File: src/rtl/washer_pkg.sv
// -----------------------------------------------------------------------------
// washer_pkg
// Shared definitions for the parametrised washing machine controller:
//   - wm_state_e  : 4-bit state encoding (also exported on the debug port)
//   - PH_SOAP / PH_RINSE : wash phase flag values
//   - clamp_rinse : limits the front-panel rinse selection to MAX_RINSE
//   - is_locked_run / is_pausable : state-class helpers used by the FSM
// -----------------------------------------------------------------------------
package washer_pkg;

    typedef enum logic [3:0] {
        ST_IDLE       = 4'd0,
        ST_CHECK_DOOR = 4'd1,
        ST_FILL       = 4'd2,
        ST_ADD_DET    = 4'd3,
        ST_AGITATE    = 4'd4,
        ST_DRAIN      = 4'd5,
        ST_SPIN       = 4'd6,
        ST_DONE       = 4'd7,
        ST_FAULT      = 4'd8
    } wm_state_e;

    localparam logic PH_SOAP  = 1'b0;
    localparam logic PH_RINSE = 1'b1;

    // Saturate the requested rinse count at the configured maximum.
    function automatic int unsigned clamp_rinse(input int unsigned sel,
                                                input int unsigned max_rinse);
        int unsigned result;
        if (sel > max_rinse) begin
            result = max_rinse;
        end else begin
            result = sel;
        end
        return result;
    endfunction

    // Running states in which the door is latched and must stay closed.
    function automatic logic is_locked_run(input wm_state_e st);
        logic result;
        case (st)
            ST_FILL, ST_ADD_DET, ST_AGITATE, ST_DRAIN, ST_SPIN: result = 1'b1;
            default:                                            result = 1'b0;
        endcase
        return result;
    endfunction

    // States whose timer/watchdog and actuators respond to pause.
    function automatic logic is_pausable(input wm_state_e st);
        logic result;
        case (st)
            ST_FILL, ST_AGITATE, ST_DRAIN, ST_SPIN: result = 1'b1;
            default:                                result = 1'b0;
        endcase
        return result;
    endfunction

endpackage

File: src/rtl/wm_phase_timer.sv
// -----------------------------------------------------------------------------
// wm_phase_timer
// Shared phase timer for the washing machine controller. One CNT_W-bit
// down-counter serves both the agitate/spin durations and the fill/drain
// watchdogs, since only one of them is ever live at a time.
//
// Ports:
//   clk      in   system clock, rising edge
//   reset    in   asynchronous active-high reset (count -> 0)
//   load     in   load load_val this cycle (takes priority over hold)
//   load_val in   CNT_W value to load
//   hold     in   freeze the count (pause)
//   is_zero  out  count currently reads zero
// -----------------------------------------------------------------------------
module wm_phase_timer #(
    parameter int unsigned CNT_W = 16
) (
    input  logic             clk,
    input  logic             reset,
    input  logic             load,
    input  logic [CNT_W-1:0] load_val,
    input  logic             hold,
    output logic             is_zero
);

    logic [CNT_W-1:0] cnt_r;

    // Down-counter: load wins, then hold, then decrement and stick at zero.
    always_ff @(posedge clk or posedge reset) begin
        if (reset) begin
            cnt_r <= {CNT_W{1'b0}};
        end else if (load) begin
            cnt_r <= load_val;
        end else if (hold) begin
            cnt_r <= cnt_r;
        end else if (cnt_r != {CNT_W{1'b0}}) begin
            cnt_r <= cnt_r - {{(CNT_W-1){1'b0}}, 1'b1};
        end else begin
            cnt_r <= cnt_r;
        end
    end

    assign is_zero = (cnt_r == {CNT_W{1'b0}});

endmodule

File: src/rtl/washing_machine_ctrl_param.sv
// -----------------------------------------------------------------------------
// washing_machine_ctrl_param
// Automatic washing machine sequencer: door check, fill, detergent, soap
// agitate, drain, a selectable number of rinse passes, spin, done. Phase
// durations and fill/drain watchdogs come from one internal timer. An open
// door in any running state, or a watchdog expiry, latches FAULT until reset.
//
// Ports:
//   clk, reset        clock (rising edge) and async active-high reset
//   start             level; starts a program from IDLE, DONE waits for it low
//   door_close        door sensor (1 = closed)
//   pause             freezes FILL/AGITATE/DRAIN/SPIN
//   filled, drained, detergent_added   tank and detergent sensors
//   rinse_sel [RW]    number of rinse passes, sampled on start
//   door_lock, motor_on, fill_valve_on, drain_valve_on   actuators
//   soap_wash, water_wash   agitate-phase indicators
//   done, error       program complete / fault latched
//   state [4]         current state encoding (debug)
//   rinse_left [RW]   rinse passes still to run
// -----------------------------------------------------------------------------
module washing_machine_ctrl_param
    import washer_pkg::*;
#(
    parameter int unsigned CNT_W       = 16,
    parameter int unsigned WASH_TICKS  = 100,
    parameter int unsigned RINSE_TICKS = 50,
    parameter int unsigned SPIN_TICKS  = 40,
    parameter int unsigned FILL_TMO    = 200,
    parameter int unsigned DRAIN_TMO   = 200,
    parameter int unsigned MAX_RINSE   = 3,
    // Derived width of the rinse counter; leave at its default.
    parameter int unsigned RW          = $clog2(MAX_RINSE + 1)
) (
    input  logic          clk,
    input  logic          reset,
    input  logic          start,
    input  logic          door_close,
    input  logic          pause,
    input  logic          filled,
    input  logic          drained,
    input  logic          detergent_added,
    input  logic [RW-1:0] rinse_sel,
    output logic          door_lock,
    output logic          motor_on,
    output logic          fill_valve_on,
    output logic          drain_valve_on,
    output logic          soap_wash,
    output logic          water_wash,
    output logic          done,
    output logic          error,
    output logic [3:0]    state,
    output logic [RW-1:0] rinse_left
);

    wm_state_e        state_r;
    wm_state_e        nxt_state_s;
    logic             phase_r;
    logic             nxt_phase_s;
    logic [RW-1:0]    rinse_left_r;
    logic [RW-1:0]    nxt_rinse_s;

    logic             paused_s;
    logic             tmr_load_s;
    logic [CNT_W-1:0] tmr_val_s;
    logic             tmr_zero_s;

    assign paused_s = is_pausable(state_r) && pause;

    // Next-state, phase and rinse-count decision; door-open fault overrides all.
    always_comb begin
        nxt_state_s = state_r;
        nxt_phase_s = phase_r;
        nxt_rinse_s = rinse_left_r;
        if (is_locked_run(state_r) && !door_close) begin
            nxt_state_s = ST_FAULT;
        end else begin
            case (state_r)
                ST_IDLE: begin
                    if (start) begin
                        nxt_state_s = ST_CHECK_DOOR;
                        nxt_phase_s = PH_SOAP;
                        nxt_rinse_s = RW'(clamp_rinse(32'(rinse_sel), MAX_RINSE));
                    end else begin
                        nxt_state_s = ST_IDLE;
                    end
                end
                ST_CHECK_DOOR: begin
                    if (door_close) begin
                        nxt_state_s = ST_FILL;
                    end else begin
                        nxt_state_s = ST_CHECK_DOOR;
                    end
                end
                ST_FILL: begin
                    // A sensor hit wins over the watchdog in the same cycle.
                    if (paused_s) begin
                        nxt_state_s = ST_FILL;
                    end else if (filled) begin
                        nxt_state_s = (phase_r == PH_SOAP) ? ST_ADD_DET : ST_AGITATE;
                    end else if (tmr_zero_s) begin
                        nxt_state_s = ST_FAULT;
                    end else begin
                        nxt_state_s = ST_FILL;
                    end
                end
                ST_ADD_DET: begin
                    if (detergent_added) begin
                        nxt_state_s = ST_AGITATE;
                    end else begin
                        nxt_state_s = ST_ADD_DET;
                    end
                end
                ST_AGITATE: begin
                    if (paused_s) begin
                        nxt_state_s = ST_AGITATE;
                    end else if (tmr_zero_s) begin
                        nxt_state_s = ST_DRAIN;
                    end else begin
                        nxt_state_s = ST_AGITATE;
                    end
                end
                ST_DRAIN: begin
                    if (paused_s) begin
                        nxt_state_s = ST_DRAIN;
                    end else if (drained) begin
                        if (rinse_left_r != {RW{1'b0}}) begin
                            nxt_state_s = ST_FILL;
                            nxt_phase_s = PH_RINSE;
                            nxt_rinse_s = rinse_left_r - RW'(1'b1);
                        end else begin
                            nxt_state_s = ST_SPIN;
                        end
                    end else if (tmr_zero_s) begin
                        nxt_state_s = ST_FAULT;
                    end else begin
                        nxt_state_s = ST_DRAIN;
                    end
                end
                ST_SPIN: begin
                    if (paused_s) begin
                        nxt_state_s = ST_SPIN;
                    end else if (tmr_zero_s) begin
                        nxt_state_s = ST_DONE;
                    end else begin
                        nxt_state_s = ST_SPIN;
                    end
                end
                ST_DONE: begin
                    if (start) begin
                        nxt_state_s = ST_DONE;
                    end else begin
                        nxt_state_s = ST_IDLE;
                    end
                end
                ST_FAULT: begin
                    nxt_state_s = ST_FAULT;
                end
                default: begin
                    // Unreachable encodings are treated as a fault.
                    nxt_state_s = ST_FAULT;
                end
            endcase
        end
    end

    // Timer reload on every state change; the value is N-1 so a phase lasts N cycles.
    always_comb begin
        tmr_load_s = (nxt_state_s != state_r);
        case (nxt_state_s)
            ST_FILL:    tmr_val_s = CNT_W'(FILL_TMO - 32'd1);
            ST_DRAIN:   tmr_val_s = CNT_W'(DRAIN_TMO - 32'd1);
            ST_SPIN:    tmr_val_s = CNT_W'(SPIN_TICKS - 32'd1);
            ST_AGITATE: begin
                if (nxt_phase_s == PH_SOAP) begin
                    tmr_val_s = CNT_W'(WASH_TICKS - 32'd1);
                end else begin
                    tmr_val_s = CNT_W'(RINSE_TICKS - 32'd1);
                end
            end
            default:    tmr_val_s = {CNT_W{1'b0}};
        endcase
    end

    wm_phase_timer #(
        .CNT_W (CNT_W)
    ) u_timer (
        .clk      (clk),
        .reset    (reset),
        .load     (tmr_load_s),
        .load_val (tmr_val_s),
        .hold     (paused_s),
        .is_zero  (tmr_zero_s)
    );

    // Controller state registers.
    always_ff @(posedge clk or posedge reset) begin
        if (reset) begin
            state_r      <= ST_IDLE;
            phase_r      <= PH_SOAP;
            rinse_left_r <= {RW{1'b0}};
        end else begin
            state_r      <= nxt_state_s;
            phase_r      <= nxt_phase_s;
            rinse_left_r <= nxt_rinse_s;
        end
    end

    // Moore decode of the state register; pause only gates motor and valves so
    // the lock and the wash-phase indicators stay visible while frozen.
    assign door_lock      = is_locked_run(state_r) || (state_r == ST_FAULT);
    assign motor_on       = ((state_r == ST_AGITATE) || (state_r == ST_SPIN)) && !paused_s;
    assign fill_valve_on  = (state_r == ST_FILL) && !paused_s;
    assign drain_valve_on = ((state_r == ST_DRAIN) || (state_r == ST_SPIN)) && !paused_s;
    assign soap_wash      = (state_r == ST_AGITATE) && (phase_r == PH_SOAP);
    assign water_wash     = (state_r == ST_AGITATE) && (phase_r == PH_RINSE);
    assign done           = (state_r == ST_DONE);
    assign error          = (state_r == ST_FAULT);
    assign state          = state_r;
    assign rinse_left     = rinse_left_r;

endmodule

File: config.mk
export PLATFORM = sky130hd
export DESIGN_NAME = washing_machine_ctrl_param
export DESIGN_NICKNAME = d
export VERILOG_FILES = /design/src/rtl/washer_pkg.sv /design/src/rtl/wm_phase_timer.sv /design/src/rtl/washing_machine_ctrl_param.sv
export SDC_FILE = /design/constraint.sdc
export NUM_CORES = 1
export LEC_CHECK = 0
export ABC_CLOCK_PERIOD_IN_PS = 8500
export BUFFER_PORTS_ARGS = -buffer_cell sky130_fd_sc_hd__buf_2
export CAP_MARGIN = 20
export CORE_AREA = 2 2 60 62
export CTS_CLUSTER_DIAMETER = 120
export DETAILED_ROUTE_END_ITERATION = 10
export DIE_AREA = 0 0 62 64
export GPL_ROUTABILITY_DRIVEN = 0
export PLACE_DENSITY = 0.89
export SLEW_MARGIN = 20
export SYNTH_ARGS = -nofsm -noshare
export SYNTH_HDL_FRONTEND = slang
export SYNTH_HIERARCHICAL = 1
export SYNTH_SLANG_ARGS = --single-unit
File: constraint.sdc
create_clock -name clk -period 8.5 [get_ports clk]
set_input_delay 1.7 -clock clk [delete_from_list [all_inputs] [get_ports clk]]
set_output_delay 1.7 -clock clk [all_outputs]
set_load 0.01 [all_outputs]
-- After elaboration in Yosys (flattened, before gate mapping)
Index checks and enable logic that the tools add are counted.
- register bits after elaboration: 23
- bits of input ports: 10
- add/sub/neg operators: 2
- equal/unequal tests: 18
- muxes and demuxes: 36
- bitwise logic cells: 2
- reduce and logical (&&, ||, !) cells: 23
- operator list (operator ; number):
    16-bit two-way mux ; 3
    4-bit one-hot mux with 8 select lines ; 1
    4-bit by 3-bit == test with 1-bit output (second input constant) ; 7
    4-bit two-way mux ; 7
    8-bit one-hot mux with 3 select lines ; 1
    16-bit logical NOT ; 1
    16-bit nonzero test ; 1
    16-bit by 1-bit subtractor with 16-bit output (second input constant) ; 1
    4-bit by 2-bit == test with 1-bit output (second input constant) ; 3
    1-bit two-way mux ; 12
    3-bit two-way mux ; 4
    2-bit two-way mux ; 5
    2-bit != test (second input constant) ; 4
    1-bit logical AND ; 7
    7-bit two-way mux ; 1
    6-bit AND reduction ; 1
    2-bit nonzero test ; 3
    5-bit OR reduction ; 1
    4-bit by 1-bit == test with 1-bit output (second input constant) ; 1
    4-bit == test (second input constant) ; 1
    4-bit logical NOT ; 1
    4-bit != test ; 1
    2-bit one-hot mux with 2 select lines ; 1
    4-bit OR reduction ; 1
    8 further kinds ; 12

-- Logic depth before layout (Yosys ltp)
- depth after elaboration: 11
- mapped depth: 17

-- Hierarchy
The synthesis kept the hierarchy.
- by module, submodules not included (module ; times used ; cells each ; area each (µm²) ; sequential area each (µm²)):
    wm_phase_timer ; 1 ; 121 ; 1043.5 ; 400.4
    washing_machine_ctrl_param ; 1 ; 118 ; 842.1 ; 175.2

-- Worst setup path after synthesis
OpenSTA, ideal clock, no wires.
- kind: input to output
- start point: input port pause
- end point: output port drain_valve_on
- arrival time: 2238 ps
- required time: 6800 ps
- path slack: 4562 ps
- cell stages on the path: 2
- path buffers: 0
- cell sequence: nor3b_1 -> a21boi_0
- word-level cells in the longest chain between the ends: 3
- RTL lines (what ; RTL line ; source):
    start: declaration ; washing_machine_ctrl_param.sv:38 ; input logic pause,
    1-bit logical AND ; washing_machine_ctrl_param.sv:67 ; assign paused_s = is_pausable(state_r) && pause;
    1-bit logical NOT ; washing_machine_ctrl_param.sv:213 ; assign drain_valve_on = ((state_r == ST_DRAIN) || (state_r == ST_SPIN)) && !paused_s;
    1-bit logical AND ; washing_machine_ctrl_param.sv:213 ;
    end: declaration ; washing_machine_ctrl_param.sv:46 ; output logic drain_valve_on,
Every way passes these cells.

-- Worst setup path after layout
- start point: register u_timer.cnt_r[0]
- end point: register u_timer.cnt_r[15]
- word-level cells in the longest chain between the ends: 9
- elaborated cells on any way between the ends: 22
- classes of those cells: 1 x add/sub; 2 x eq/ne; 15 x mux; 4 x reduce/logical
- RTL lines (what ; RTL line ; source):
    start: declaration ; wm_phase_timer.sv:26 ; logic [CNT_W-1:0] cnt_r;
    start signal: assignment ; wm_phase_timer.sv:31 ; cnt_r <= {CNT_W{1'b0}};
    start signal: assignment ; wm_phase_timer.sv:33 ; cnt_r <= load_val;
    start signal: assignment ; wm_phase_timer.sv:35 ; cnt_r <= cnt_r;
    16-bit logical NOT * ; wm_phase_timer.sv:43 ; assign is_zero = (cnt_r == {CNT_W{1'b0}});
    net tmr_zero_s ; washing_machine_ctrl_param.sv:65 ; logic tmr_zero_s;
    4-bit two-way mux, on equally long branches ; washing_machine_ctrl_param.sv:133, washing_machine_ctrl_param.sv:100 ;
    4-bit two-way mux, on equally long branches ; washing_machine_ctrl_param.sv:125, washing_machine_ctrl_param.sv:98 ;
    4-bit two-way mux, on equally long branches ; washing_machine_ctrl_param.sv:123, washing_machine_ctrl_param.sv:96 ;
    4-bit one-hot mux with 8 select lines * ; washing_machine_ctrl_param.sv:77 ; case (state_r)
    4-bit two-way mux * ; washing_machine_ctrl_param.sv:74 ; if (is_locked_run(state_r) && !door_close) begin
    4-bit != test * ; washing_machine_ctrl_param.sv:168 ; tmr_load_s = (nxt_state_s != state_r);
    net tmr_load_s ; washing_machine_ctrl_param.sv:63 ; logic tmr_load_s;
    2-bit by 1-bit != test with 1-bit output (no source line) or 2-bit nonzero test (tied branches) ; -- ;
    2-bit AND reduction (no source line) ; -- ;
The timed path passes the listed nets; every way through them passes the cells marked *. The select of a mux whose other input is x is not followed.
A chain may end at the register's enable or synchronous reset.

==> implementation parameters <==
Parameter                              Value

Status
  Run status    complete, no violations

Synth
  XOR/XNOR Fraction of Synth Area    less than 1%
  Number of flops mapped to enable cells by yosys    0
  Compound-cell area share of the yosys netlist    23.5%
  Yosys warning count    6
  Portion of netlist area occupied by mux cells    2.12%
  Adder-Cell Fraction of Synth Area    1.33%
  Cell count after synthesis    approximately 240
  Number of distinct library cells after synthesis    53
  Sequential area share after synthesis    30.5%
  Cell area after synthesis    around 1900 um^2
  Proportion of register bits with asynchronous set or reset after synthesis    100%
  Mean post-synth cell area    between 7 and 8 um^2
  Synth Area in Simple Gates    between 30% and 40%
  Combinational family with the most area after synthesis    simple AND/OR/NAND/NOR gates
  Seq cells post-synth    23
  Commonest register cell after synthesis    dfrtp_1

GRT
  Global-route total usage across every layer    between 20% and 30%
  Largest net degree at the start of global routing    26
  Antenna violations before repair    0
  First-pass GRT wire length    approximately 8000 um
  Congestion Overflow GR    0
  Number of global-route vias before repair    roughly 1800

Clock network
  Number of H-tree levels    1
  Cts hold-fix bufs    0
  Clock latency at the later pin of the worst-skew pair    between 0.3 and 0.4 ns
  Post-cts repair resize count    0
  Setup repair bufs after CTS    0
  Root Driver    clkbuf_4
  Cts bufs inserted    3
  Worst-case clock buffer depth    2
  Number of sinks driven by the clock tree    23
  CTS tree    yes
  Clk pin slew, worst setup/hold paths    roughly 0.11 ns

Run
  Max Cap Violations    0

Worst setup path
  Critical setup path kind    flip-flop to flip-flop
  Master of the slowest instance on the critical path    nor3b_1
  Worst path required time    between 8 and 9 ns
  Cell breakdown of the critical path    inv_1 > ha_1 > nor4b_4 > nand4_1 > inv_2 > o31ai_2 > o2111ai_1 > nor3b_1 > nor4_1 > o211ai_1 > inv_1 > o22a_1
  Crit end category    flip-flop
  Cell seen most often among critical-path stages    inv_1
  Slack of the worst reg-to-reg path    approximately 4.1 ns
  Critical R2R Launch    u_timer/cnt_r[0]$_DFFE_PP0P_
  Nature of the critical path startpoint    flip-flop
  Largest stage delay on the critical path    ~0.66 ns
  Cell count of the worst reg-to-reg path    12
  Launch point of the worst path    u_timer/cnt_r[0]$_DFFE_PP0P_
  Data arrival time of the critical path    between 4 and 5 ns
  Largest fanout on the critical path    25

STA
  Setup repair after global routing missed its margin    no
  Rel. slew slack    roughly half
  Count of endpoints failing hold in the final timing report    0
  Worst-case clock skew    just over 0.02 ns
  Final-layout setup total negative slack    0 ns
  Number of pins with negative max-slew slack in the final report    0
  Final worst path period need    4.40 ns
  Crit share post-route    51.8%
  Highest Clock Rate    approximately 0.23 GHz
  # setup viols final    0
  Worst Tran Pin Value    0.748 ns

Placed design
  IO buf count    23
  HPWL reported at the end of detailed placement    between 3000 and 4000 um
  Placed cell area    2030 um^2

Power and ir drop
  Switching component of the power    0.171 mW
  Overall power of the completed layout    about 0.4 mW
  Relative contribution of sequential cells to total power    between 50% and 60%
  Clock power share    between 10% and 20%
  Power share of the combinational group    a little under two fifths
  P_int    about 0.23 mW
  Fraction of power spent switching nets    42.8%
  Worst-case vdd ir drop    approximately 0.11 mV
  Leak pwr    between 0.8 and 0.9 nW
  PwrDens    about 190 nW/um^2

Route
  Drt wl/cell    15.1 um
  DRT Wirelength    between 4000 and 5000 um
  DRT antenna net count    0
  Drt drc    0
  Via density per instance    about 6.3
  Detailed-route via count    approximately 2000
  Pre-antenna DRT Iters    7
  1st-iter DRT viols    about 180

Finish
  Inserted Diodes    0
  Finished layout cell area    ~2000 um^2
  Share of the core filled with cells in the final layout    62.7%
  Number of fill cells    between 200 and 300
  Layout Nets    277
  Share of final-layout standard cells stronger than drive strength 1    a little over an eighth
  Area delta synth->final    9.16%

Floorplan
  Cell row count    21
  Area of the die    about 4000 um^2
  IO Count    24
  Core footprint    approximately 3300 um^2
  Die width    between 60 and 70 um
  Initial Utilization    between 50% and 60%
  Floorplan die height    ~64 um

Min path
  Cells on Worst Hold Path    2
  Worst min-delay path class    flip-flop to flip-flop
  Critical hold path startpoint    rinse_left[1]$_DFFE_PP0P_
critical path, delay by kind of cell (launching register included):
family          cells  cell delay [ns]
compound gates      4             1.16
buf+inv             3             0.94
fa+ha+maj           1             0.20
simple gates        4             1.56
flops               1             0.43
final cells by class:
class	instances	area [um^2]	area share, %
Clock buffer	3	22.5	1.09
Clock inverter	1	5.00	0.243
Inverter	15	56.3	2.74
Multi-Input combinational cell	198	1220	59.2
Sequential cell	23	576	28.0
Tap cell	46	57.6	2.80
Timing Repair Buffer	24	123	5.96
per-stage QoR:
| step | cells | worst slack (ns) | hold WS (ns) |
|---|---|---|---|
| floorplan | 247 | 4.56 | 0.548 |
| CTS | 310 | 4.21 | 0.597 |
| global placement | 306 | 4.15 | 0.540 |
| global route | 310 | 3.73 | 0.638 |
| detailed placement | 306 | 4.07 | 0.573 |
| finish | 310 | 4.10 | 0.599 |
kinds of logic after synthesis:
logic type	count (synthesis)
buffers and inverters	26
multiplexers	4
AND/OR/NAND/NOR	117
XOR/XNOR	2
other	1
flip-flops	23
AO/OA/AOI/OAI	64
adder cells (fa/ha/maj)	2
power groups by stage:
| stage | Clock (mW) | Combinational [mW] | Sequential, mW |
|---|---|---|---|
| finish | 0.0505 | 0.148 | 0.203 |
| global placement | 0 | 0.140 | 0.199 |
| CTS | 0.0518 | 0.145 | 0.200 |
| detailed placement | 0 | 0.144 | 0.202 |
| floorplan | 0 | 0.117 | 0.187 |
| global route | 0.0580 | 0.161 | 0.208 |
placed cells by master, fill, tap and decap left out, types with 3 or more instances in the layout:
cell      instances
nand2b_1          6
and2_1            4
o211ai_1          3
nor4_1            5
nand4_1           4
nor2_1           28
a211o_1           3
a21oi_1          13
nor3_1           10
or4_1             6
or3_1             8
o31ai_1           6
nand2_1          15
conb_1            9
a31oi_1          12
mux2i_1           4
nand3_1          11
nor3b_1           5
o21ai_0           5
o21ai_1           5
buf_2            23
dfrtp_1          23
nor2b_1           3
inv_1            14
clkbuf_4          3
cells in the mapped netlist, drive strengths merged, types with 8 or more instances:
cell type / instances / area share [%]
a21oi: 13 / 3.5
a31oi: 12 / 4.0
dfrtp: 23 / 31
inv: 15 / 3.0
nand2: 15 / 3.0
nand3: 11 / 2.9
nor2: 29 / 5.9
nor3: 10 / 2.7
o21ai: 10 / 2.7
o31ai: 8 / 3.7
or3: 8 / 2.7
registers in the layout, indices dropped and copies added (netlist names):
name and count:
u_timer/cnt_r 16, state 4, rinse_left 2, phase_r 1
layer usage:
layer / vias to the layer above / wire length (um) / GRT usage (%)
li1: 936 / - / -
met3: 4 / 356 / 4.66
met4: 0 / 19 / 3.19
met5: - / 0 / 0
met1: 921 / 2070 / 37.1
met2: 82 / 2220 / 40.6
path summary, 6_finish.rpt:
check	end
worst max register to register	u_timer/cnt_r[15]$_DFFE_PP0P_
max in group asynchronous	u_timer/cnt_r[1]$_DFFE_PP0P_
worst min register to register	rinse_left[1]$_DFFE_PP0P_
worst min-delay path	rinse_left[1]$_DFFE_PP0P_
worst max-delay path	u_timer/cnt_r[15]$_DFFE_PP0P_
min in group asynchronous	state[1]$_DFF_PP0_
Note: power is estimated with default switching activity, not from simulation.
